File: config.mk
export PLATFORM = sky130hd
export DESIGN_NAME = instruction_loader
export DESIGN_NICKNAME = d
export VERILOG_FILES = /design/src/rtl/instruction_loader.sv
export SDC_FILE = /design/constraint.sdc
export NUM_CORES = 1
export LEC_CHECK = 0
export ABC_AREA = 0
export BUFFER_PORTS_ARGS = -buffer_cell sky130_fd_sc_hd__buf_4
export CORE_UTILIZATION = 55
export DETAILED_ROUTE_END_ITERATION = 12
export PLACE_DENSITY = 0.86
export SLEW_MARGIN = 30
export SYNTH_ARGS = -nofsm -noshare
export SYNTH_HDL_FRONTEND = slang
export SYNTH_SLANG_ARGS = --single-unit
File: constraint.sdc
create_clock -name clk -period 3.4 [get_ports clk]
set_clock_uncertainty 0.2 [all_clocks]
set_input_delay 0.34 -clock clk [delete_from_list [all_inputs] [get_ports clk]]
set_output_delay 0.34 -clock clk [all_outputs]
set_load 0.01 [all_outputs]
File: src/rtl/instruction_loader.sv
// instruction_loader: accepts 32-bit program words over a valid/ready
// handshake and writes each one as four big-endian bytes at consecutive
// addresses of the byte-wide instruction store.
module instruction_loader #(
   parameter int ADDR_W = 8
) (
   input  logic              clk,
   input  logic              Reset,
   input  logic              Start,
   input  logic [ADDR_W-1:0] BaseAddr,
   input  logic [31:0]       WordIn,
   input  logic              WordValid,
   input  logic              LastWord,
   output logic              WordReady,
   output logic [ADDR_W-1:0] MemAddr,
   output logic [7:0]        MemData,
   output logic              MemWre,
   output logic              Busy,
   output logic              Done,
   output logic              Overflow
);

   typedef enum logic [1:0] {IDLE, WAIT_WORD, WRITE, DONE} state_t;

   localparam logic [ADDR_W-1:0] PTR_MAX = '1;
   localparam logic [ADDR_W-1:0] PTR_ONE = {{(ADDR_W-1){1'b0}}, 1'b1};

   state_t            state, state_nx;
   logic [ADDR_W-1:0] ptr;
   logic [31:0]       word;
   logic              last;
   logic [1:0]        idx;

   // State register; reset drops every decoded output without a clock edge.
   always_ff @(posedge clk or posedge Reset) begin
      if (Reset) state <= IDLE;
      else       state <= state_nx;
   end

   // Next-state and output decode; outputs depend on registers only.
   always_comb begin
      state_nx  = state;
      WordReady = 1'b0;
      MemWre    = 1'b0;
      Busy      = 1'b0;
      Done      = 1'b0;
      MemAddr   = ptr;
      case (idx)
         2'd0:    MemData = word[31:24];
         2'd1:    MemData = word[23:16];
         2'd2:    MemData = word[15:8];
         default: MemData = word[7:0];
      endcase
      case (state)
         IDLE: begin
            if (Start) state_nx = WAIT_WORD;
         end
         WAIT_WORD: begin
            WordReady = 1'b1;
            Busy      = 1'b1;
            if (WordValid) state_nx = WRITE;
         end
         WRITE: begin
            MemWre = 1'b1;
            Busy   = 1'b1;
            if (idx == 2'd3) state_nx = last ? DONE : WAIT_WORD;
         end
         DONE: begin
            Done = 1'b1;
            if (Start) state_nx = WAIT_WORD;
         end
         default: state_nx = IDLE;
      endcase
   end

   // Datapath: session setup, word capture, byte pointer walk and wrap flag.
   always_ff @(posedge clk or posedge Reset) begin
      if (Reset) begin
         ptr      <= '0;
         word     <= '0;
         last     <= 1'b0;
         idx      <= 2'd0;
         Overflow <= 1'b0;
      end else begin
         case (state)
            IDLE, DONE: begin
               if (Start) begin
                  ptr      <= BaseAddr;
                  Overflow <= 1'b0;
               end
            end
            WAIT_WORD: begin
               if (WordValid) begin
                  word <= WordIn;
                  last <= LastWord;
                  idx  <= 2'd0;
               end
            end
            WRITE: begin
               // Pointer wraps modulo the store size; the write still happens.
               ptr <= ptr + PTR_ONE;
               idx <= idx + 2'd1;
               if (ptr == PTR_MAX) Overflow <= 1'b1;
            end
            default: ;
         endcase
      end
   end

endmodule

Yosys cells after proc, flatten, opt, wreduce, memory -nomap -nowiden
Index checks and enable logic that the tools add are counted.
{"block": "word_totals", "out_inout_bits": 21, "latch_bits": 0, "input_bits": 45, "mem_count": 0, "reg_bits": 46, "ram_bits": 0, "wordCells": 47, "romBits": 0}
{"block": "classes", "mul": 0, "bitwise": 0, "reduce_logical": 11, "div": 0, "eq_ne": 11, "addsub": 2, "n_lt_le_gt_ge": 0, "muxes": 17, "shift": 0}
{"op": "8-bit one-hot mux with 3 select lines", "n": 1}
{"op": "8-bit one-hot mux with 2 select lines", "n": 1}
{"op": "2-bit 2-to-1 mux", "n": 5}
{"op": "8-bit by 1-bit adder with 8-bit output, second input constant", "n": 1}
{"op": "2-bit == test, second input constant", "n": 4}
{"op": "8-bit == test, second input constant", "n": 1}
{"op": "8-bit 2-to-1 mux", "n": 1}
{"op": "1-bit 2-to-1 mux", "n": 6}
{"op": "2-bit != test, second input constant", "n": 3}
{"op": "2-bit one-hot mux with 3 select lines", "n": 1}
{"op": "2-bit AND reduction", "n": 3}
{"op": "3-bit AND reduction", "n": 2}
{"op": "2-bit by 1-bit == test with 1-bit output, second input constant", "n": 2}
{"op": "2-bit logical NOT", "n": 2}
{"op": "2-bit one-hot mux with 2 select lines", "n": 1}
{"op": "2-bit nonzero test", "n": 2}
{"op": "2-bit OR reduction", "n": 2}
{"op": "2-bit by 1-bit adder with 2-bit output, second input constant", "n": 1}
{"op": "2-bit by 1-bit != test with 1-bit output, second input constant", "n": 1}
{"op": "1-bit one-hot mux with 2 select lines", "n": 1}

Logic depth before layout (Yosys ltp)
Gate-level depths: netlist of the first run.
{"block": "logic_depth", "ltp_word": 4, "ltp_mapped": 8, "mapped_depth_nobuf": 6}

Least setup slack after synthesis of the first run
No wires, ideal clock.
{"block": "synth_path", "path_type": "flip-flop to flip-flop", "from": "reg state[0]", "to": "reg ptr[7] (netlist: MemAddr[7])", "setup_time_ps": 69, "period_less_slack_ps": 2078, "n_path_buf": 1, "setup_slack_ps": 1322, "stages_incl_launch_ff": 8, "arrival_time_ps": 1809, "cell_sequence": "dfrtp_1 > inv_1 > ha_1 > nor2b_4 > or2_1 > clkbuf_2 > or4b_1 > nand3_1"}
{"block": "synth_via", "elab_chain_cells": 4, "elab_cells_between_ends": 8, "classes_between": "eq/ne (3); mux (1); reduce/logical (4)"}
{"element": "start, declared", "line_no": "28", "rtl": "state_t state, state_nx;"}
{"element": "start signal, assigned", "line_no": "37", "rtl": "else state <= state_nx;"}
{"element": "2-bit == test or 2-bit logical NOT (tied branches)", "line_no": "85", "rtl": "case (state)"}
{"element": "2-bit OR reduction (no source line)"}
{"element": "2-bit by 1-bit != test with 1-bit output (no source line) or 2-bit nonzero test (tied branches)"}
{"element": "2-bit AND reduction (no source line)"}
{"element": "end signal, assigned", "line_no": "88", "rtl": "ptr <= BaseAddr;"}
{"element": "end signal, assigned", "line_no": "101", "rtl": "ptr <= ptr + PTR_ONE;"}
{"element": "end, declared", "line_no": "29", "rtl": "logic [ADDR_W-1:0] ptr;"}
Several ways; a longest one is shown, not always the timed one.
A chain may end at the register's enable or synchronous reset.

Worst setup path after layout of the first run
{"block": "layout_path", "from": "reg idx[0]", "to": "out MemData[1]"}
{"block": "layout_via", "elab_chain_cells": 2, "elab_cells_between_ends": 4, "classes_between": "eq/ne (2); mux (1); reduce/logical (1)"}
{"element": "start, declared", "line_no": "32", "rtl": "logic [1:0] idx;"}
{"element": "start signal, assigned", "line_no": "102", "rtl": "idx <= idx + 2'd1;"}
{"element": "2-bit == test, or another cell as far along", "line_no": "48", "rtl": "case (idx)"}
{"element": "8-bit one-hot mux with 3 select lines (*)", "line_no": "48"}
{"element": "end, declared", "line_no": "16", "rtl": "output logic [7:0] MemData,"}
Mark *: on every way between the ends. The rest lies on a longest branch, timed or not.

==> impl_metrics.yaml, run 1 <==
cts:
  post-cts-setup-buffers: 0
  cts_tree: "built"
  cts_hold_buf: 0
  cts_made_buffers: 5
  path_clk_slew_ps: 90
  clock_latency_ps: 300
  root_buffer: "clkbuf_8"
  cts_resized: 0
  h-tree-depth: 2
  clockBufferDepth: 2
  cts.sinks: 46
synthesis:
  synth_ff_type: "dfrtp_1"
  yosysSeqAreaShare: 0.5103
  synth.distinct_cells: 27
  synth_edf_count: 0
  netlist_instances: 196
  syn-cell-area_sq_um: 2256
  syn_area_per_cell_sq_um: 11.51
  syn-num-nets: 250
  synth-seq-cells: 46
  ys_warn_count: 0
  synthArstFlopShare: 1.000
global_route:
  grt-ovfl-total: 0
  grt_pass1_wl_um: 7472
  grt_max_degree: 47
  grt_pass1_vias: 1682
  antenna_found_initial: 0
  grtUsageTotal: 0.2321
final_layout:
  layout.nets: 312
  utilization: 0.7526
  regArea_sq_um: 1151
  antenna_cells: 0
  layout_common_cells: "buf_4 (66), dfrtp_1 (46), mux2_2 (33)"
  fill_cells: 270
  syn_to_final_growth_pct: 26.73
  drive_gt1_frac: 0.4208
  instances_no_fill: 307
  multiInputGateArea_sq_um: 1008
  layout_commonest_cell: "buf_4"
setup_path:
  start_kind: "register"
  path_class: "reg2out"
  crit_arrival_ps: 1900
  r2r-start: "state[0]"
  path_max_fanout: 8
  r2r_setup_slack_ps: 1260
  r2r_cells: 6
  cp_data_required_time_ps: 2860
  cp-end-kind: "output port"
  timing.rr.end: "MemAddr[7]"
placement:
  place.gp.congestion: 0.8282
  hpwl_um: 3286
  numPortBuffers: 65
  dp.cells: 299
worst_hold_path:
  min_path_type: "in2async"
sta:
  slew-limit-headroom: 0.4144
  whs_ps: -45.59
  timing.fmax_mhz: 409.8
  min_period_over_period: 0.7177
  slew_viol_final: 0
  finalCriticalPeriod_ps: 2440
  tightest_slew_ps: 878.4
  hold_violations: 46
  setup_tns_ps: 0
  setup_viol: 0
  rsz0062_at_grt: "no"
floorplan:
  num_rows: 22
  die_h_um: 66.05
  initial_core_util: 0.5939
  die-area_sq_um: 4362
  io_pins: 66
  fp.dieW_um: 66.05
  core_area_sq_um: 3799
pwr:
  power.total_uw: 2638
  vdd_drop_max_mv: 0.4882
  leakage_uw: 0.001316
  powerDensity_nw_per_um2: 922.7
status:
  violations: "hold timing"
  status: "complete, but fails checks"
route:
  routedWlPerCell_um: 14.95
  ant_nets: 0
  vias: 1716
  first_pass_iters: 5
  drtIter0Drc: 123
  drcViolationCount: 0
  detail_route.vias_per_cell: 5.590
  wirelength_um: 4589
flow_run:
  cap_violations: 0
[final cells by class]
type,instances,area share
sequential,46,0.4026
multi-input combinational,125,0.3527
timing repair buffer,66,0.1733
clock buffer,5,0.02407
tap,48,0.02101
inverter,14,0.01882
clock inverter,3,0.007440
[sequential cells by signal, summed over array words and instances (netlist names)]
register and count:
word 32, idx 2, state 2, last 1
Overflow 1, MemAddr 8
[synth_stat cells (3+ instances only)]
cell,instances,area [sq um]
a222oi_1,8,80.08
o21ai_0,12,60.06
a21oi_1,11,55.05
nand4_1,3,18.77
nor2_1,5,18.77
nand3_1,8,40.04
nor2b_1,3,18.77
dfrtp_1,46,1151
mux2i_1,9,90.09
mux2_2,33,371.6
ha_1,9,112.6
buf_1,3,11.26
clkbuf_1,6,22.52
nand2_1,12,45.04
inv_1,14,52.55
[stage by stage]
step / area (sq um) / setup WS [ps]
2_1_floorplan: 2256 / 1322
3_3_place_gp: 2768 / 1320
3_5_place_dp: 2768 / 1298
4_1_cts: 2858 / 966.8
5_1_grt: 2859 / 807.8
6_report: 2859 / 959.9
[how the worst max path moves through the flow]
stage | start | cells after the start | endpoint | slack, ps
3_5_place_dp | state[0] | 6 | MemAddr[7] | 1300
6_report | idx[0] | 5 | MemData[1] | 960
5_1_grt | idx[0] | 5 | MemData[1] | 810
3_3_place_gp | state[0] | 6 | MemAddr[7] | 1320
4_1_cts | idx[0] | 5 | MemData[1] | 970
2_1_floorplan | state[0] | 7 | MemAddr[7] | 1320
[logic make-up after synthesis]
group | after synthesis | synth area share
flops | 46 | 0.5103
simple gates | 39 | 0.09263
buf+inv | 25 | 0.04270
mux | 42 | 0.2047
compound gates | 35 | 0.09984
fa+ha+maj | 9 | 0.04992
[layer usage]
metal | track usage | vias to the layer above | wire length (um)
met1 | 0.3016 | 818 | 2017
met3 | 0.06552 | 8 | 260
met2 | 0.3699 | 59 | 2238
met5 | 0 | - | 0
li1 | - | 831 | -
met4 | 0.08511 | 0 | 72
[power by group]
part	internal [uW]	total, uW	switching [uW]	leakage, uW
registers	820	1020	201	0.000545
clock network	144	332	188	0.0000441
logic	686	1280	598	0.000727
[critical path, stage by stage, from the launching register on]
cell,delay [ps]
dfrtp_1,400
inv_1,110
ha_1,320
a222oi_1,460
mux2i_1,140
buf_4,170
Note: power is estimated with default switching activity, not from simulation.
==> run 2: changes to the inputs <==
CORE_UTILIZATION = 46   (was 55)
PLACE_DENSITY = 0.77   (was 0.86)
clock period = 2 ns   (was 3.4 ns; I/O delays follow)
==> run 2 against run 1 <==
The flow finishes with violations (setup timing). Register-to-register slack got worse by 1200 ps. Count of clock-buffer cells in the layout did not move. Clock power rose by 76%. Sequential share of layout area fell by 6.0 points. Critical path depth did not move. Non-clock buffer count rose by 42. Core utilization fell by 3.9 points. First-iteration DRC count fell by 1.6%. Cell area rose by 18%. Wire length rose by 16%. Critical path type unchanged. Critical endpoint is now MemData[3].
==> impl_metrics.yaml, run 2 (synthesis results as in run 1) <==
route:
  detail_route.vias_per_cell: 5.125
  vias: 1886
  routedWlPerCell_um: 14.50
  wirelength_um: 5336
  drcViolationCount: 0
  ant_nets: 0
  drtIter0Drc: 121
  first_pass_iters: 5
setup_path:
  path_class: "reg2out"
  cp_cell_sequence: "buf_4, ha_4, a222oi_1, mux2i_1, buf_4"
  start_kind: "register"
  cp-end-kind: "output port"
  crit_buf_inv: 2
  cp_top_family: "flip-flops"
  critPathMaxStageDelay_ps: 420
  path_max_fanout: 8
  crit_top_cell: "buf_4"
  critPathSlowestCell: "dfrtp_1"
  crit_arrival_ps: 1700
  cp_data_required_time_ps: 1600
status:
  violations: "setup timing"
  status: "complete, but fails checks"
sta:
  fin_ws_ps: -102.0
  rsz0062_at_grt: "yes"
  finalCriticalPeriod_ps: 2102
  slew-limit-headroom: 0.6828
  timing.fmax_mhz: 475.7
  min_period_over_period: 1.051
  hold_violations: 0
  tightest_slew_ps: 475.1
  slew_viol_final: 0
  setup_viol: 8
global_route:
  grt_max_degree: 34
  grtUsageTotal: 0.2117
  grt_pass1_vias: 1866
  grt-ovfl-total: 0
  grt_pass1_wl_um: 8418
  antenna_found_initial: 0
floorplan:
  core_area_sq_um: 4723
  fp.dieW_um: 72.03
  die_h_um: 72.03
  initial_core_util: 0.4776
  num_rows: 25
  io_pins: 66
  die-area_sq_um: 5188
cts:
  clock_latency_ps: 300
  clockBufferDepth: 2
  cts.sinks: 46
  h-tree-depth: 2
  cts_made_buffers: 5
  root_buffer: "clkbuf_8"
  path_clk_slew_ps: 100
  cts_tree: "built"
final_layout:
  layout_common_cells: "buf_4 (72), dfrtp_1 (44), dlygate4sd3_1 (34)"
  layout.nets: 354
  drive_gt1_frac: 0.4252
  antenna_cells: 0
  layout_commonest_cell: "buf_4"
  fill_cells: 338
  regArea_sq_um: 1154
  utilization: 0.7136
  instances_no_fill: 368
  multiInputGateArea_sq_um: 1067
  largest_reg_flops: 32
  syn_to_final_growth_pct: 49.42
  max_flop_register: "word"
placement:
  dp.cells: 324
  hpwl_um: 3389
  place.gp.congestion: 0.7690
  numPortBuffers: 65
pwr:
  vdd_drop_max_mv: 0.8410
  leakage_uw: 0.001509
  powerDensity_nw_per_um2: 1422
flow_run:
  cap_violations: 0
worst_hold_path:
  min_path_type: "in2reg"
## run 2: cell types whose count changed in the layout (fill, tap and decap cells not counted), sizes merged
| cell | delta |
|---|---|
| buf | +8 |
| clkinv | -3 |
| clkinvlp | +1 |
| dlygate4sd3 | +34 |
| inv | +2 |
## run 2: final timing paths
kind / startpoint / end / slack (ps) / cells after the start
worst max-delay path: idx[1] / MemData[3] / -100 / 5
worst min-delay path: BaseAddr[1] / MemAddr[1] / 3 / 3
worst max register to register: state[0] / MemAddr[7] / 70 / 6
worst min register to register: word[12] / word[12] / 310 / 1
max in group asynchronous: Reset / state[0] / 830 / 4
min in group asynchronous: Reset / word[11] / 270 / 3
## run 2: final cells by class
type	instances	share of cell area
clock buffer	5	0.02042
tap	67	0.02487
sequential	46	0.3422
timing repair buffer	108	0.2732
inverter	14	0.01559
multi-input combinational	125	0.3166
clock inverter	3	0.007053
## run 2: per-layer routing
metal / vias to the layer above / track usage / part of all wire
met4: 0 / 0.06318 / 0.016
met2: 35 / 0.3816 / 0.53
met5: - / 0 / 0
met3: 9 / 0.02917 / 0.020
met1: 925 / 0.2651 / 0.43
li1: 917 / - / -
## run 2: repair_timing
item | in CTS | in global routing
pin swaps | 7 | 4
gates resized for setup | 6 | 6
hold buffers | 34 | 0
setup buffers | 1 | 1
hold endpoints to repair | 53 | 0
setup endpoints to repair | 8 | 9
## run 2: tightest hold or removal path, stage by stage
cell,delay (ps)
buf_4,70
mux2i_1,50
o21ai_0,140
## run 2: per-stage QoR
stage / setup slack, ps / power, uW / hold slack [ps] / TNS [ps] / area [sq um]
floorplan: 8.485 / 3159 / 150.6 / 0 / 2268
global placement: 107.4 / 3977 / 41.50 / 0 / 2874
detailed placement: 33.58 / 4059 / 49.23 / 0 / 2874
CTS: -83.63 / 4737 / 5.081 / -273.4 / 3342
global route: -173.8 / 5130 / 22.61 / -1106 / 3371
finish: -102.0 / 4795 / 2.933 / -427.8 / 3371
## run 2: power by group
group / leakage (uW) / internal (uW) / switching (uW)
clock network: 0.0000408 / 250 / 334
registers: 0.000542 / 1400 / 326
logic: 0.000926 / 1380 / 1110
==> run 3: changes to the inputs <==
--- a/config.mk
+++ b/config.mk
@@ -9,5 +9,5 @@
 export BUFFER_PORTS_ARGS = -buffer_cell sky130_fd_sc_hd__buf_4
-export CORE_UTILIZATION = 46
+export CORE_UTILIZATION = 51
 export DETAILED_ROUTE_END_ITERATION = 12
-export PLACE_DENSITY = 0.77
+export PLACE_DENSITY = 0.81
 export SLEW_MARGIN = 30
==> constraint.sdc (replaced) <==
create_clock -name clk -period 2.4 [get_ports clk]
set_clock_uncertainty 0.2 [all_clocks]
set_input_delay 0.6 -clock clk [delete_from_list [all_inputs] [get_ports clk]]
set_output_delay 0.6 -clock clk [all_outputs]
set_load 0.01 [all_outputs]
==> run 3 against run 2 <==
The run still ends with setup timing left. Hold slack better by 240 ps. Core utilization grew 1.9 points. Global-route usage increased by 0.49 points. Highest routed layer unchanged.
==> impl_metrics.yaml, run 3 (synthesis results as in run 1) <==
status:
  status: "complete, but fails checks"
  violations: "setup timing"
global_route:
  grtUsageTotal: 0.2166
  grt_max_degree: 47
  grt_pass1_vias: 1559
  grt-ovfl-total: 0
  antenna_found_initial: 0
  grt_pass1_wl_um: 7314
pwr:
  leakage_uw: 0.001374
  vdd_drop_max_mv: 0.7390
  powerDensity_nw_per_um2: 1332
  power.total_uw: 4016
sta:
  hold_violations: 0
  min_period_over_period: 1.020
  rsz0062_at_grt: "yes"
  tightest_slew_ps: 572.5
  fin_ws_ps: -47.28
  slew-limit-headroom: 0.6183
  whs_ps: 243.2
  finalCriticalPeriod_ps: 2447
  timing.fmax_mhz: 408.6
  slew_viol_final: 0
  setup_viol: 4
final_layout:
  layout_commonest_cell: "buf_4"
  regArea_sq_um: 1152
  layout_common_cells: "buf_4 (72), dfrtp_1 (45), mux2_2 (33)"
  drive_gt1_frac: 0.4627
  utilization: 0.7327
  fill_cells: 315
  syn_to_final_growth_pct: 33.67
  layout.nets: 321
  multiInputGateArea_sq_um: 1049
  max_flop_register: "word"
  largest_reg_flops: 32
  fin_area_sq_um: 3015
  antenna_cells: 0
route:
  ant_nets: 0
  first_pass_iters: 5
  drtIter0Drc: 123
  vias: 1760
  routedWlPerCell_um: 15.31
  drcViolationCount: 0
  detail_route.vias_per_cell: 5.535
  wirelength_um: 4869
setup_path:
  start_kind: "register"
  crit_arrival_ps: 1650
  crit_buf_inv: 2
  path_max_fanout: 8
  cp_cell_sequence: "buf_6, ha_4, a222oi_1, mux2i_1, buf_4"
  critPathSlowestCell: "dfrtp_1"
  critPathMaxStageDelay_ps: 420
  cp-end-kind: "output port"
  cp_top_family: "flip-flops"
  path_class: "reg2out"
  cp_data_required_time_ps: 1600
  r2r_setup_slack_ps: 270
cts:
  root_buffer: "clkbuf_8"
  cts_tree: "built"
  cts_hold_buf: 0
  cts.sinks: 46
  clock_latency_ps: 290
  cts_made_buffers: 5
  clockBufferDepth: 2
  h-tree-depth: 2
  path_clk_slew_ps: 90
floorplan:
  die-area_sq_um: 4694
  io_pins: 66
  num_rows: 23
  fp.dieW_um: 68.51
  initial_core_util: 0.5482
  core_area_sq_um: 4115
  die_h_um: 68.51
placement:
  place.gp.congestion: 0.7984
  dpl_cell_area_sq_um: 2820
  numPortBuffers: 65
  hpwl_um: 3274
worst_hold_path:
  min_path_type: "in2async"
flow_run:
  cap_violations: 0
run 3: changes by cell type in the layout (fill, tap and decap cells not counted), sizes merged:
cell         before  now
inv              15   14
dlygate4sd3      34    0
clkinvlp          2    1
clkbuf            5    6
bufinv            0    1
buf              74   75
run 3: worst paths after layout:
| kind | end | from | cells past startpoint |
|---|---|---|---|
| max reg2reg | MemAddr[7] | state[0] | 6 |
| max | MemData[5] | idx[1] | 5 |
| max in group asynchronous | idx[0] | Reset | 3 |
| min | MemAddr[4] | Reset | 3 |
| min reg2reg | word[5] | word[5] | 1 |
| min in group clk | word[5] | word[5] | 1 |
run 3: through the flow:
stage / std cells / setup TNS [ps] / worst slack, ps
6_report: 318 / -107.7 / -47.28
5_1_grt: 318 / -714.1 / -119.2
4_1_cts: 316 / -146.7 / -43.45
3_5_place_dp: 306 / 0 / 108.6
3_3_place_gp: 306 / 0 / 194.2
2_1_floorplan: 196 / 0 / 322.4
run 3: repair_timing:
item	4_1_cts	5_1_grt
pin swaps	5	4
gates resized for setup	6	8
buffers inserted	2	2
endpoints found under the setup margin	8	8
run 3: worst register-to-register path, stage by stage (launching register included):
cell and delay [ps]:
dfrtp_1 430, inv_1 70, ha_1 300, nor2b_4 150, or2_1 310, or4b_1 530, nand3_1 90
run 3: area by class of cell:
type,instances,share of cell area
clock buffers,6,0.02407
clock inverters,2,0.01245
inverters,14,0.01826
multi-input cells,125,0.3477
flip-flops and latches,46,0.3822
well taps,50,0.02075
repair buffers,75,0.1946
run 3: where the power goes:
| group | internal (uW) | leakage (uW) | switching [uW] |
|---|---|---|---|
| Sequential | 1160 | 0.000543 | 295 |
| Combinational | 1100 | 0.000780 | 897 |
| Clock | 311 | 0.0000514 | 254 |
run 3: per-layer routing:
layer / vias up / GRT usage / part of all wire
li1: 848 / - / -
met1: 861 / 0.2868 / 0.43
met5: - / 0 / 0
met2: 45 / 0.3566 / 0.52
met3: 6 / 0.04112 / 0.042
met4: 0 / 0.07031 / 0.0094
